File: src/rtl/digit_serial_adder_pkg.sv
// Shared definitions for the digit-serial adder: FSM encoding, the full-adder cell
// and the elaboration-time parameter check.
package digit_serial_adder_pkg;

    typedef enum logic [1:0] {
        ST_IDLE = 2'd0,
        ST_RUN  = 2'd1,
        ST_DONE = 2'd2
    } state_t;

    // Returns {carry_out, sum}
    function automatic logic [1:0] full_add(input logic a, input logic b, input logic ci);
        return {(a & b) | (a & ci) | (b & ci), a ^ b ^ ci};
    endfunction

    function automatic bit digit_ok(input int width, input int digit);
        return (digit >= 1) && (digit <= width) && ((width % digit) == 0);
    endfunction

endpackage

File: src/rtl/digit_serial_adder_rca_slice.sv
// Combinational DIGIT-wide ripple-carry slice; also exposes the carry into its top bit
// so the caller can form signed overflow on the final digit.
module rca_slice
    import digit_serial_adder_pkg::*;
#(
    parameter int DIGIT = 2
) (
    input  logic [DIGIT-1:0] i_a,
    input  logic [DIGIT-1:0] i_b,
    input  logic             i_cin,
    output logic [DIGIT-1:0] o_sum,
    output logic             o_cout,
    output logic             o_c_msb
);

    logic [DIGIT:0] w_c;

    assign w_c[0] = i_cin;

    for (genvar g = 0; g < DIGIT; g++) begin : g_bit
        assign {w_c[g+1], o_sum[g]} = full_add(i_a[g], i_b[g], w_c[g]);
    end

    assign o_cout  = w_c[DIGIT];
    assign o_c_msb = w_c[DIGIT-1];

endmodule

File: src/rtl/digit_serial_adder.sv
// Multi-cycle adder/subtractor: DIGIT bits per clock with a registered carry,
// START/DONE handshake, results published only on completion.
module digit_serial_adder
    import digit_serial_adder_pkg::*;
#(
    parameter int WIDTH = 8,
    parameter int DIGIT = 2
) (
    input  logic             CLK,
    input  logic             RST_N,
    input  logic             START,
    input  logic [WIDTH-1:0] A,
    input  logic [WIDTH-1:0] B,
    input  logic             CIN,
    input  logic             SUB,
    output logic             BUSY,
    output logic             DONE,
    output logic [WIDTH-1:0] F,
    output logic             COUT,
    output logic             OVF
);

    localparam int N     = WIDTH / DIGIT;
    localparam int CNT_W = (N > 1) ? $clog2(N) : 1;
    localparam int IDX_W = (WIDTH > 1) ? $clog2(WIDTH) : 1;

    if (!digit_ok(WIDTH, DIGIT)) begin : g_param_check
        $error("digit_serial_adder: DIGIT must be >= 1 and divide WIDTH");
    end

    state_t            r_state;
    logic [WIDTH-1:0]  r_a;
    logic [WIDTH-1:0]  r_be;
    logic [WIDTH-1:0]  r_sum;
    logic              r_carry;
    logic [CNT_W-1:0]  r_cnt;

    logic [IDX_W-1:0]  w_base;
    logic [DIGIT-1:0]  w_sum;
    logic              w_cout;
    logic              w_c_msb;
    logic              w_last;
    logic [WIDTH-1:0]  w_full;

    assign w_base = IDX_W'(r_cnt) * IDX_W'(DIGIT);
    assign w_last = (r_cnt == CNT_W'(N - 1));

    rca_slice #(
        .DIGIT (DIGIT)
    ) u_slice (
        .i_a     (r_a[w_base +: DIGIT]),
        .i_b     (r_be[w_base +: DIGIT]),
        .i_cin   (r_carry),
        .o_sum   (w_sum),
        .o_cout  (w_cout),
        .o_c_msb (w_c_msb)
    );

    // Completed sum as it will look once the current slice is written back
    always_comb begin
        w_full                  = r_sum;
        w_full[w_base +: DIGIT] = w_sum;
    end

    always_ff @(posedge CLK or negedge RST_N) begin
        if (!RST_N) begin
            r_state <= ST_IDLE;
            r_a     <= '0;
            r_be    <= '0;
            r_sum   <= '0;
            r_carry <= 1'b0;
            r_cnt   <= '0;
            BUSY    <= 1'b0;
            DONE    <= 1'b0;
            F       <= '0;
            COUT    <= 1'b0;
            OVF     <= 1'b0;
        end else begin
            case (r_state)
                ST_IDLE, ST_DONE: begin
                    DONE <= 1'b0;
                    if (START) begin
                        r_a     <= A;
                        r_be    <= SUB ? ~B : B;
                        r_carry <= SUB ^ CIN;
                        r_cnt   <= '0;
                        BUSY    <= 1'b1;
                        r_state <= ST_RUN;
                    end else begin
                        r_state <= ST_IDLE;
                    end
                end
                ST_RUN: begin
                    r_sum[w_base +: DIGIT] <= w_sum;
                    r_carry                <= w_cout;
                    r_cnt                  <= r_cnt + 1'b1;
                    if (w_last) begin
                        F       <= w_full;
                        COUT    <= w_cout;
                        OVF     <= w_cout ^ w_c_msb;
                        BUSY    <= 1'b0;
                        DONE    <= 1'b1;
                        r_cnt   <= '0;
                        r_state <= ST_DONE;
                    end
                end
                default: r_state <= ST_IDLE;
            endcase
        end
    end

endmodule

File: config.mk
export PLATFORM = sky130hd
export DESIGN_NAME = digit_serial_adder
export DESIGN_NICKNAME = d
export VERILOG_FILES = /design/src/rtl/digit_serial_adder_pkg.sv /design/src/rtl/digit_serial_adder_rca_slice.sv /design/src/rtl/digit_serial_adder.sv
export SDC_FILE = /design/constraint.sdc
export NUM_CORES = 1
export LEC_CHECK = 0
export CORE_ASPECT_RATIO = 2
export CORE_MARGIN = 5
export CORE_UTILIZATION = 50
export CTS_CLUSTER_DIAMETER = 150
export DETAILED_ROUTE_END_ITERATION = 10
export GPL_ROUTABILITY_DRIVEN = 1
export PLACE_DENSITY = 0.79
export SLEW_MARGIN = 40
export SYNTH_ARGS = -nofsm -noshare
export SYNTH_HDL_FRONTEND = slang
export SYNTH_HIERARCHICAL = 1
export SYNTH_SLANG_ARGS = --single-unit
export TNS_END_PERCENT = 1
File: constraint.sdc
create_clock -name CLK -period 3.03 [get_ports CLK]
set_input_delay 0.909 -clock CLK [delete_from_list [all_inputs] [get_ports CLK]]
set_output_delay 0.909 -clock CLK [all_outputs]
set_load 0.01 [all_outputs]
==> out/metrics.csv, run 1 <==
metric;value;unit
status;complete, no violations;
insertion_delay;0.30;ns
final.period_utilization;82.2;%
drt_wl_total;3930;µm
ys_warn_count;6;
tightestPinTransition;0.553;ns
yosysSeqAreaShare;49.9;%
dr.pass1.iters;4;
synth.distinct_cells;32;
num_io_pins;33;
synth-seq-cells;41;
crit_type;reg2reg;
fin_cells;282;
tns;0;ns
antenna_found_initial;0;
htree_levels;2;
total_leakage_power;1.17;nW
grt_pass1_vias;1499;
syn_area;2060;µm²
fp.dieH;101;µm
worst-path-max-fanout;6;
grt_pass1_wl;6730;µm
start_kind;flop;
critPathMaxStageDelay;0.60;ns
syn_area_per_cell;10.4;µm²
drt_iter0_drc;28;
synth_cells;198;
gp_congestion;0.878;
port_buffers;32;
rows;33;
numClockSinks;41;
cts_buffers;5;
grt_max_degree;42;
cts_tree;done;
drv_cap;0;
wl_per_cell;13.9;µm
skew;0.00637;ns
dp.cells;275;
fmax;0.401;GHz
core;4050;µm²
layout_commonest_cell;dfrtp_1;
final_cell_mix;dfrtp_1 (41), nand2_1 (38), clkdlybuf4s50_1 (31);
regArea;1030;µm²
fill_cells;369;
syn-num-nets;227;
critical_path_required;3.26;ns
cts_resized;0;
hold_violations;0;
netlist_top_cells_area;dfrtp_1 (50%), nand2_1 (6.9%), mux4_1 (5.1%);
hold_buffers;0;
hold_class;reg2reg;
maxSlewViolCount;0;
relSlewSlack;63.1;%
synthFlopType;dfrtp_1;
hpwl;3010;µm
finalInstanceArea;2500;µm²
synth_top_cell_by_area;dfrtp_1;
vdd_drop_max;553;µV
placed_cell_area;2400;µm²
drc;0;
rsz0062_at_grt;false;
async_flop_share;100;%
clock_path_buffers;2;
antenna_cells;0;
clock-root-buffer;clkbuf_8;
drive_above_1_share;6.96;%
die_width;55.4;µm
total_power;0.00268;W
overflow;0;
cp_slowest_cell;mux4_1;
period_needed;2.49;ns
dieArea;5570;µm²
clkSlewWorstSetupHoldPaths;0.07;ns
vias;1453;
post-cts-setup-buffers;0;
multi_input_area;917;µm²
drtAntennaViolNets;0;
crit_buf_inv;2;
synth_edf_count;0;
syn2layout_area_growth;21.8;%
initial_core_util;50.8;%
powerDensity;1070;nW/µm²
viasPerCell;5.15;
nNetsFinal;259;
cp.arrival;2.72;ns
crit_path_cell_trace;mux4_1 -> inv_1 -> fa_1 -> fa_1 -> inv_1 -> nor2b_1 -> a21oi_1 -> a21oi_1;
path_delay_family;adder cells;
grt_use_total;15.7;%
synth_top_area_share;49.9;%
end_kind;flop;
setup_viol;0;
==> worst min-delay path, cell delays in order (launching register included) <==
cell and delay (ns):
dfrtp_1 0.35, nand2_1 0.05, nand2_1 0.06
==> worst paths after layout <==
check	startpoint	depth (start not counted)	endpoint	slack, ns
worst min-delay path	r_a[2]	2	r_a[2]	0.48
worst max register to register	r_cnt[0]	8	F[1]	0.54
max in group asynchronous	RST_N	1	r_be[4]	2.10
worst min register to register	r_a[2]	2	r_a[2]	0.48
worst max-delay path	r_cnt[0]	8	F[1]	0.54
min in group asynchronous	RST_N	1	r_sum[3]	0.58
==> synth_stat cells (3+ instances only) <==
cell type and n:
dfrtp_1 41, nand2_1 38, a21oi_1 13, inv_1 12, nor2b_1 12, nor2_1 9, xnor2_1 9, o21ai_0 8
a22o_1 6, buf_2 6, ha_1 6, mux4_1 4, nand2b_1 4, and3b_1 3
==> layer usage <==
| layer | track usage, % | share of wire (%) |
|---|---|---|
| met5 | 0 | 0 |
| met4 | 9.36 | 3.9 |
| met3 | 3.85 | 4.2 |
| met2 | 28.8 | 56 |
| met1 | 15.7 | 36 |
==> power breakdown <==
group	total, W	internal [W]	switching [W]
sequential	0.000943	0.000787	0.000155
combinational	0.00132	0.000599	0.000718
clock	0.000421	0.000239	0.000182
total	0.00268	0.00163	0.00106
==> cell type report <==
class / count / share of cell area [%]
inverter: 12 / 1.80
clock buffer: 5 / 2.75
multi-input combinational: 134 / 36.6
sequential: 41 / 41.0
tap: 52 / 2.60
clock inverter: 2 / 1.40
timing repair buffer: 36 / 13.9
==> per-stage QoR <==
stage	utilization, %	setup slack (ns)	hold WS (ns)
floorplan	-	0.660	0.437
global placement	59.3	0.679	0.452
detailed placement	59.3	0.549	0.466
CTS	61.9	0.533	0.486
global route	61.9	0.348	0.500
finish	61.9	0.538	0.480
==> flip-flops by register name (all words and copies together) (netlist names) <==
register,count
r_carry,1
BUSY,1
OVF,1
COUT,1
r_be,8
r_a,8
r_state,2
DONE,1
r_cnt,2
r_sum,8
F,8
==> kinds of logic (layout without fill, tap and decap cells) <==
| kind of cell | count (synthesis) | after routing | synth area share [%] |
|---|---|---|---|
| DFF | 41 | 41 | 49.9 |
| and+or+nand+nor | 74 | 74 | 18.0 |
| adders and majority gates | 8 | 8 | 5.60 |
| muxes | 5 | 5 | 5.66 |
| AOI/OAI and AO/OA | 37 | 37 | 11.1 |
| buffers and inverters | 23 | 55 | 5.53 |
| xor gates and xnor gates | 10 | 10 | 4.26 |
Note: power is estimated with default switching activity, not from simulation.
==> run 2, diff against run 1 <==
- clock period: 3.03 -> 2.55 ns (I/O delays scaled with it)
==> run 2 against run 1 <==
Against the previous run:
- sequential power is 17% higher
- critical endpoint is now F[7]
- setup slack got worse by 0.38 ns
- clock skew increased by 0.00082 ns
- wire length barely moved
- register-to-register slack got worse by 0.38 ns
- cell count up 1.4%
- fmax increased by 4.3%
- combinational power rose by 23%
- via count increased by 3.8%
- largest power group unchanged
- hold slack worse by 0.14 ns
==> out/metrics.csv, run 2 (synthesis results as in run 1) <==
metric;value;unit;change
status;complete, no violations;;
grt_pass1_vias;1599;;+6.7%
wl_per_cell;13.7;µm;-1.4%
crit_path_cell_trace;mux4_1 -> inv_1 -> fa_1 -> fa_1 -> inv_2 -> nor2b_2 -> a21oi_1 -> a21oi_1;;
drtAntennaViolNets;0;;unchanged
fp.dieH;101;µm;unchanged
nNetsFinal;262;;+1.2%
clock-root-buffer;clkbuf_8;;
clock_path_buffers;2;;unchanged
startpoint;r_cnt[0];;
critPathMaxStageDelay;0.52;ns;-0.08 ns
syn2layout_area_growth;23.5;%;
rsz0062_at_grt;false;;
gp_congestion;0.833;;-5.1%
grt_pass1_wl;6820;µm;+1.3%
crit_buf_inv;2;;unchanged
critical_path_required;2.73;ns;-0.53 ns
drt_wl_total;3930;µm;about the same
antenna_cells;0;;unchanged
maxSlewViolCount;0;;unchanged
overflow;0;;unchanged
vias;1508;;+3.8%
die_width;55.4;µm;unchanged
num_io_pins;33;;unchanged
insertion_delay;0.29;ns;about the same
total_power;0.00326;W;+21%
skew;0.00719;ns;+0.000820 ns
placed_cell_area;2420;µm²;+0.83%
tns;0;ns;unchanged
initial_core_util;50.8;%;unchanged
antenna_found_initial;0;;unchanged
layout_commonest_cell;dfrtp_1;;
worst-path-max-fanout;6;;unchanged
final.period_utilization;93.7;%;+11 points
setup_viol;0;;unchanged
end_kind;flop;;
clkSlewWorstSetupHoldPaths;0.07;ns;about the same
numClockSinks;41;;unchanged
fill_cells;377;;+2.2%
hold_buffers;0;;unchanged
final_cell_mix;dfrtp_1 (41), nand2_1 (38), clkdlybuf4s50_1 (31);;
cts_tree;done;;
core;4050;µm²;unchanged
grt_use_total;15.7;%;about the same
port_buffers;32;;unchanged
period_needed;2.39;ns;-0.102 ns
grt_max_degree;29;;-31%
powerDensity;1280;nW/µm²;+20%
crit_type;reg2reg;;
htree_levels;2;;unchanged
reg2reg_from;r_cnt[0];;
rows;33;;unchanged
dr.pass1.iters;4;;unchanged
cts_buffers;5;;unchanged
hpwl;3130;µm;+4.1%
drc;0;;unchanged
drive_above_1_share;8.97;%;+2.0 points
relSlewSlack;61.3;%;-1.8 points
viasPerCell;5.27;;+2.3%
hold_class;in2async;;
start_kind;flop;;
finalInstanceArea;2540;µm²;+1.4%
path_delay_family;adder cells;;
drt_iter0_drc;12;;-57%
fmax;0.418;GHz;+4.3%
post-cts-setup-buffers;0;;unchanged
cp_slowest_cell;fa_1;;
hold_violations;0;;unchanged
total_leakage_power;1.18;nW;+1.5%
dieArea;5570;µm²;unchanged
drv_cap;0;;unchanged
cts_resized;0;;unchanged
tightestPinTransition;0.579;ns;+0.0264 ns
vdd_drop_max;821;µV;+49%
cp.arrival;2.57;ns;-0.15 ns
run 2: worst paths after layout:
path                       endpoint  slack, ns  depth (start not counted)
setup / recovery               F[7]       0.16                          8
hold / removal                 F[6]       0.34                          1
setup reg to reg               F[7]       0.16                          8
hold reg to reg              r_a[7]       0.47                          2
max in group asynchronous   r_be[4]       1.71                          2
min in group CLK             r_a[7]       0.47                          2
run 2: metal layers:
layer | global-route usage [%] | share of wire, %
met1 | 14.0 | 35
met2 | 30.3 | 58
met3 | 3.72 | 3.5
met4 | 10.3 | 4.1
met5 | 0 | 0
run 2: where the power goes:
part	internal, W	leakage (nW)	total, W	switching (W)
combinational	0.000742	0.613	0.00162	0.000879
clock	0.000319	0.0585	0.000530	0.000211
sequential	0.000935	0.512	0.00110	0.000170
run 2: final cells by class:
cell class | instances | area [µm²] | area share, %
multi-input combinational | 134 | 920 | 36.2
inverter | 12 | 45.0 | 1.77
sequential | 41 | 1030 | 40.4
timing repair buffer | 39 | 368 | 14.5
tap | 52 | 65.1 | 2.56
clock buffer | 7 | 86.3 | 3.40
clock inverter | 1 | 30.0 | 1.18
run 2: worst register-to-register path, cell delays in order (launching register included):
cell	delay (ns)
dfrtp_1	0.42
mux4_1	0.35
inv_1	0.06
fa_1	0.46
fa_1	0.52
inv_2	0.07
nor2b_2	0.16
a21oi_1	0.15
a21oi_1	0.08
run 2: metrics by stage:
stage / hold WS, ns / cells / util (%) / setup WS [ns]
after floorplan: 0.437 / 198 / - / 0.180
after global placement: 0.452 / 278 / 59.8 / 0.253
after detailed placement: 0.462 / 278 / 59.8 / 0.143
after CTS: 0.344 / 286 / 62.7 / 0.137
after global routing: 0.361 / 286 / 62.8 / 0.0118
final: 0.344 / 286 / 62.8 / 0.160
==> variant 1 (config.mk and constraints of run 1) <==
`DIGIT` is set to 2 in 2 places; all go to 1.
--- a/src/rtl/digit_serial_adder_rca_slice.sv
+++ b/src/rtl/digit_serial_adder_rca_slice.sv
@@ -3,7 +3,7 @@
 module rca_slice
     import digit_serial_adder_pkg::*;
 #(
-    parameter int DIGIT = 2
+    parameter int DIGIT = 1
 ) (
     input  logic [DIGIT-1:0] i_a,
     input  logic [DIGIT-1:0] i_b,
--- a/src/rtl/digit_serial_adder.sv
+++ b/src/rtl/digit_serial_adder.sv
@@ -4,7 +4,7 @@
     import digit_serial_adder_pkg::*;
 #(
     parameter int WIDTH = 8,
-    parameter int DIGIT = 2
+    parameter int DIGIT = 1
 ) (
     input  logic             CLK,
     input  logic             RST_N,
Function: changed (Yosys sat finds a counterexample within 10 cycles, from zero or initial values and one cycle with RST_N low).
==> variant 1 against run 1 <==
- sequential cell count grew 1
- maximum frequency shrank 5.4%
- power grew 3.7%
- highest routed layer unchanged
- critical path depth shrank 1
- clock power shrank 19%
- setup slack lost 0.14 ns
- synthesized area grew 8.7%
- sequential power grew 8%
- wire length grew 3.6%
- cell area grew 5.5%
- critical endpoint is now F[6]
==> variant 1: results (changes against run 1) <==
* Run status: complete, no violations
* Critical path arrival at 2.84 ns (+0.12 ns)
* Number of placed instances with taps included at 271 (-1.5%)
* Complex-gate fraction of the synthesized area at 8.73% (-2.3 points)
* Sinks on the clock net at 42 (+2.4%)
* Worst slew slack as a fraction of its limit at 59.1% (-4.0 points)
* Startpoint of the tightest hold check path: DONE
* Total number of nets in the final design at 253 (-2.3%)
* Leakage dissipation at 1.15 nW (-1.5%)
* Worst slack on hold paths at 0.480 ns (+0.000321 ns)
* P_int at 1.71 mW (+5.4%)
* Worst hold path stage count at 1 (-1)
* Number of ordinary inverters in the final layout at 6 (-6)
* Post-synthesis net count at 223 (-1.8%)
* Clock network area share at 2.89% (-1.3 points)
* Routed met2 length at 2.31 mm (+5.3%)
* Via count of the first global-routing pass at 1599 (+6.7%)
* Placement-stage cell area at 2560 um^2 (+6.6%)
* Number of fill cells in the layout at 392 (+6.2%)
* Met3 routed WL at 142 um (-13%)
* Pin count of the biggest net entering global routing at 43 (+2.4%)
* Average footprint of a synthesized cell at 11.5 um^2 (+11%)
* Crit path max fanout at 8 (+2)
* Post-synthesis xor/xnor area fraction at 3.92% (-0.34 points)
* Multi-input combinational cell count at 133 (-0.75%)
* Placer's final routability congestion estimate at 0.781 (-11%)
* Detailed-route via count at 1518 (+4.5%)
* Ratio of cells with drive above 1 in the final layout at 15.2% (+8.2 points)
* Final critical path time including I/O delays and setup at 2.63 ns (+0.143 ns)
* Routed length per instance at 14.7 um (+5.1%)
==> variant 1: cell count changes after synthesis, sizes merged, moves of 3 or more <==
cell | run 1 | this run
nand2 | 38 | 20
mux2 | 1 | 18
a21oi | 13 | 1
nor2b | 12 | 3
nand3 | 2 | 9
nor3 | 0 | 7
a22o | 6 | 0
inv | 12 | 6
o21ai | 10 | 15
a31oi | 2 | 6
buf | 9 | 12
==> variant 1: power by group through the flow <==
stage	clock network, mW	registers, mW	logic (mW)
finish	0.341	1.02	1.42
global route	0.365	1.06	1.59
CTS	0.347	1.02	1.43
detailed placement	0	1.03	1.42
global placement	0	1.02	1.39
floorplan	0	0.999	1.06
==> variant 1: path summary, 6_finish.rpt <==
path / end
worst max-delay path: F[6]
min in group asynchronous: r_a[4]
worst min-delay path: DONE
worst min register to register: DONE
max in group asynchronous: DONE
worst max register to register: F[6]
==> variant 1: cells by family after synthesis <==
group           after synthesis
compound gates               31
xor+xnor                     10
fa+ha+maj                     8
buf+inv                      19
flops                        42
mux                          23
simple gates                 61
==> variant 2 (settings of run 1) <==
Made on the original files. The 3 states of `state_t` get a one-hot encoding in 3 bits.
--- a/src/rtl/digit_serial_adder_pkg.sv
+++ b/src/rtl/digit_serial_adder_pkg.sv
@@ -2,10 +2,10 @@
 // and the elaboration-time parameter check.
 package digit_serial_adder_pkg;
 
-    typedef enum logic [1:0] {
-        ST_IDLE = 2'd0,
-        ST_RUN  = 2'd1,
-        ST_DONE = 2'd2
+    typedef enum logic [2:0] {
+        ST_IDLE = 3'b001,
+        ST_RUN  = 3'b010,
+        ST_DONE = 3'b100
     } state_t;
 
     // Returns {carry_out, sum}
Function: same outputs for any inputs over 10 cycles, from zero or initial values and one cycle with RST_N low; not proved beyond that.
==> variant 2 against run 1 <==
- wire length grew 3.8%
- sequential cell count increased by 1
- setup slack lost 0.24 ns
- first-iteration DRC count decreased by 54%
- clock skew increased by 0.0043 ns
- non-clock buffer count rose by 1
- cell area up 3.8%
- power fell by 9.3%
- synthesized area increased by 3.5%
- count of clock-buffer cells in the layout unchanged
- clock power is 3% higher
- critical endpoint is now F[5]
- largest power group unchanged
==> variant 2: results (changes against run 1) <==
* Final cycle utilization of the critical path at 90.0% (+7.8 points)
* Total number of nets in the final design at 253 (-2.3%)
* Wire length on met1 at 1.53 mm (+7.7%)
* Global-route met2 utilization at 27.9% (-0.97 points)
* Clock input transition at the sequential cells of the worst setup and hold paths at 0.09 ns (+0.02 ns)
* Run status: complete, no violations
* Adder and majority cell fraction of the synthesized area at 5.41% (-0.19 points)
* Starting DRC count in detailed routing at 13 (-54%)
* Crit path max fanout at 10 (+4)
* Placement-stage cell area at 2490 um^2 (+3.8%)
* Number of placed instances with taps included at 269 (-2.2%)
* Routed length per instance at 14.7 um (+5.6%)
* Worst IR drop on VDD at 0.554 mV (+0.16%)
* Final wirelength at 4.08 mm (+3.8%)
* Number of fill cells in the layout at 342 (-7.3%)
* Via count of the first global-routing pass at 1538 (+2.6%)
* Post-synthesis xor/xnor area fraction at 4.53% (+0.27 points)
* Placer's final routability congestion estimate at 0.781 (-11%)
* Complex-gate fraction of the synthesized area at 12.0% (+0.92 points)
* Routed met2 length at 2.23 mm (+1.5%)
* Met3 demand-to-capacity share in global routing at 3.03% (-0.81 points)
* Leakage dissipation at 1.12 nW (-3.5%)
* Pin count of the biggest net entering global routing at 43 (+2.4%)
* HPWL after detailed placement at 3.15 mm (+4.6%)
* Net Switching at 0.926 mW (-12%)
* Multiplexer share of the synthesized area at 11.1% (+5.5 points)
* Aggregate global-route resource usage at 15.7% (-0.023 points)
* Sequential cell fraction of total power at 37.0% (+1.8 points)
* Portion of the post-synthesis area used by sequential elements at 49.4% (-0.44 points)
* Met3 routed WL at 136 um (-17%)
* Worst slew slack as a fraction of its limit at 57.8% (-5.2 points)
* Overall power consumption at 2.43 mW (-9.3%)
* Startpoint of the tightest hold check path: r_sum[6]
* Ratio of cells with drive above 1 in the final layout at 15.6% (+8.6 points)
[variant 2: cell types whose count changed after synthesis, moves of 3 or more]
cell	delta
sky130_fd_sc_hd__nand2_1	-30
sky130_fd_sc_hd__a21oi_1	+12
sky130_fd_sc_hd__mux2_2	+12
sky130_fd_sc_hd__nor2b_1	-8
sky130_fd_sc_hd__a22o_1	-4
sky130_fd_sc_hd__inv_1	+4
sky130_fd_sc_hd__mux4_1	-4
sky130_fd_sc_hd__mux4_2	+4
sky130_fd_sc_hd__o21ai_0	-4
sky130_fd_sc_hd__nor3_1	+3
[variant 2: area by class of cell]
class	instances	share of cell area, %
repair buffers	37	13.7
multi-input cells	122	36.9
flip-flops and latches	42	40.5
clock buffers	5	2.65
clock inverters	3	1.54
well taps	52	2.50
inverters	16	2.31
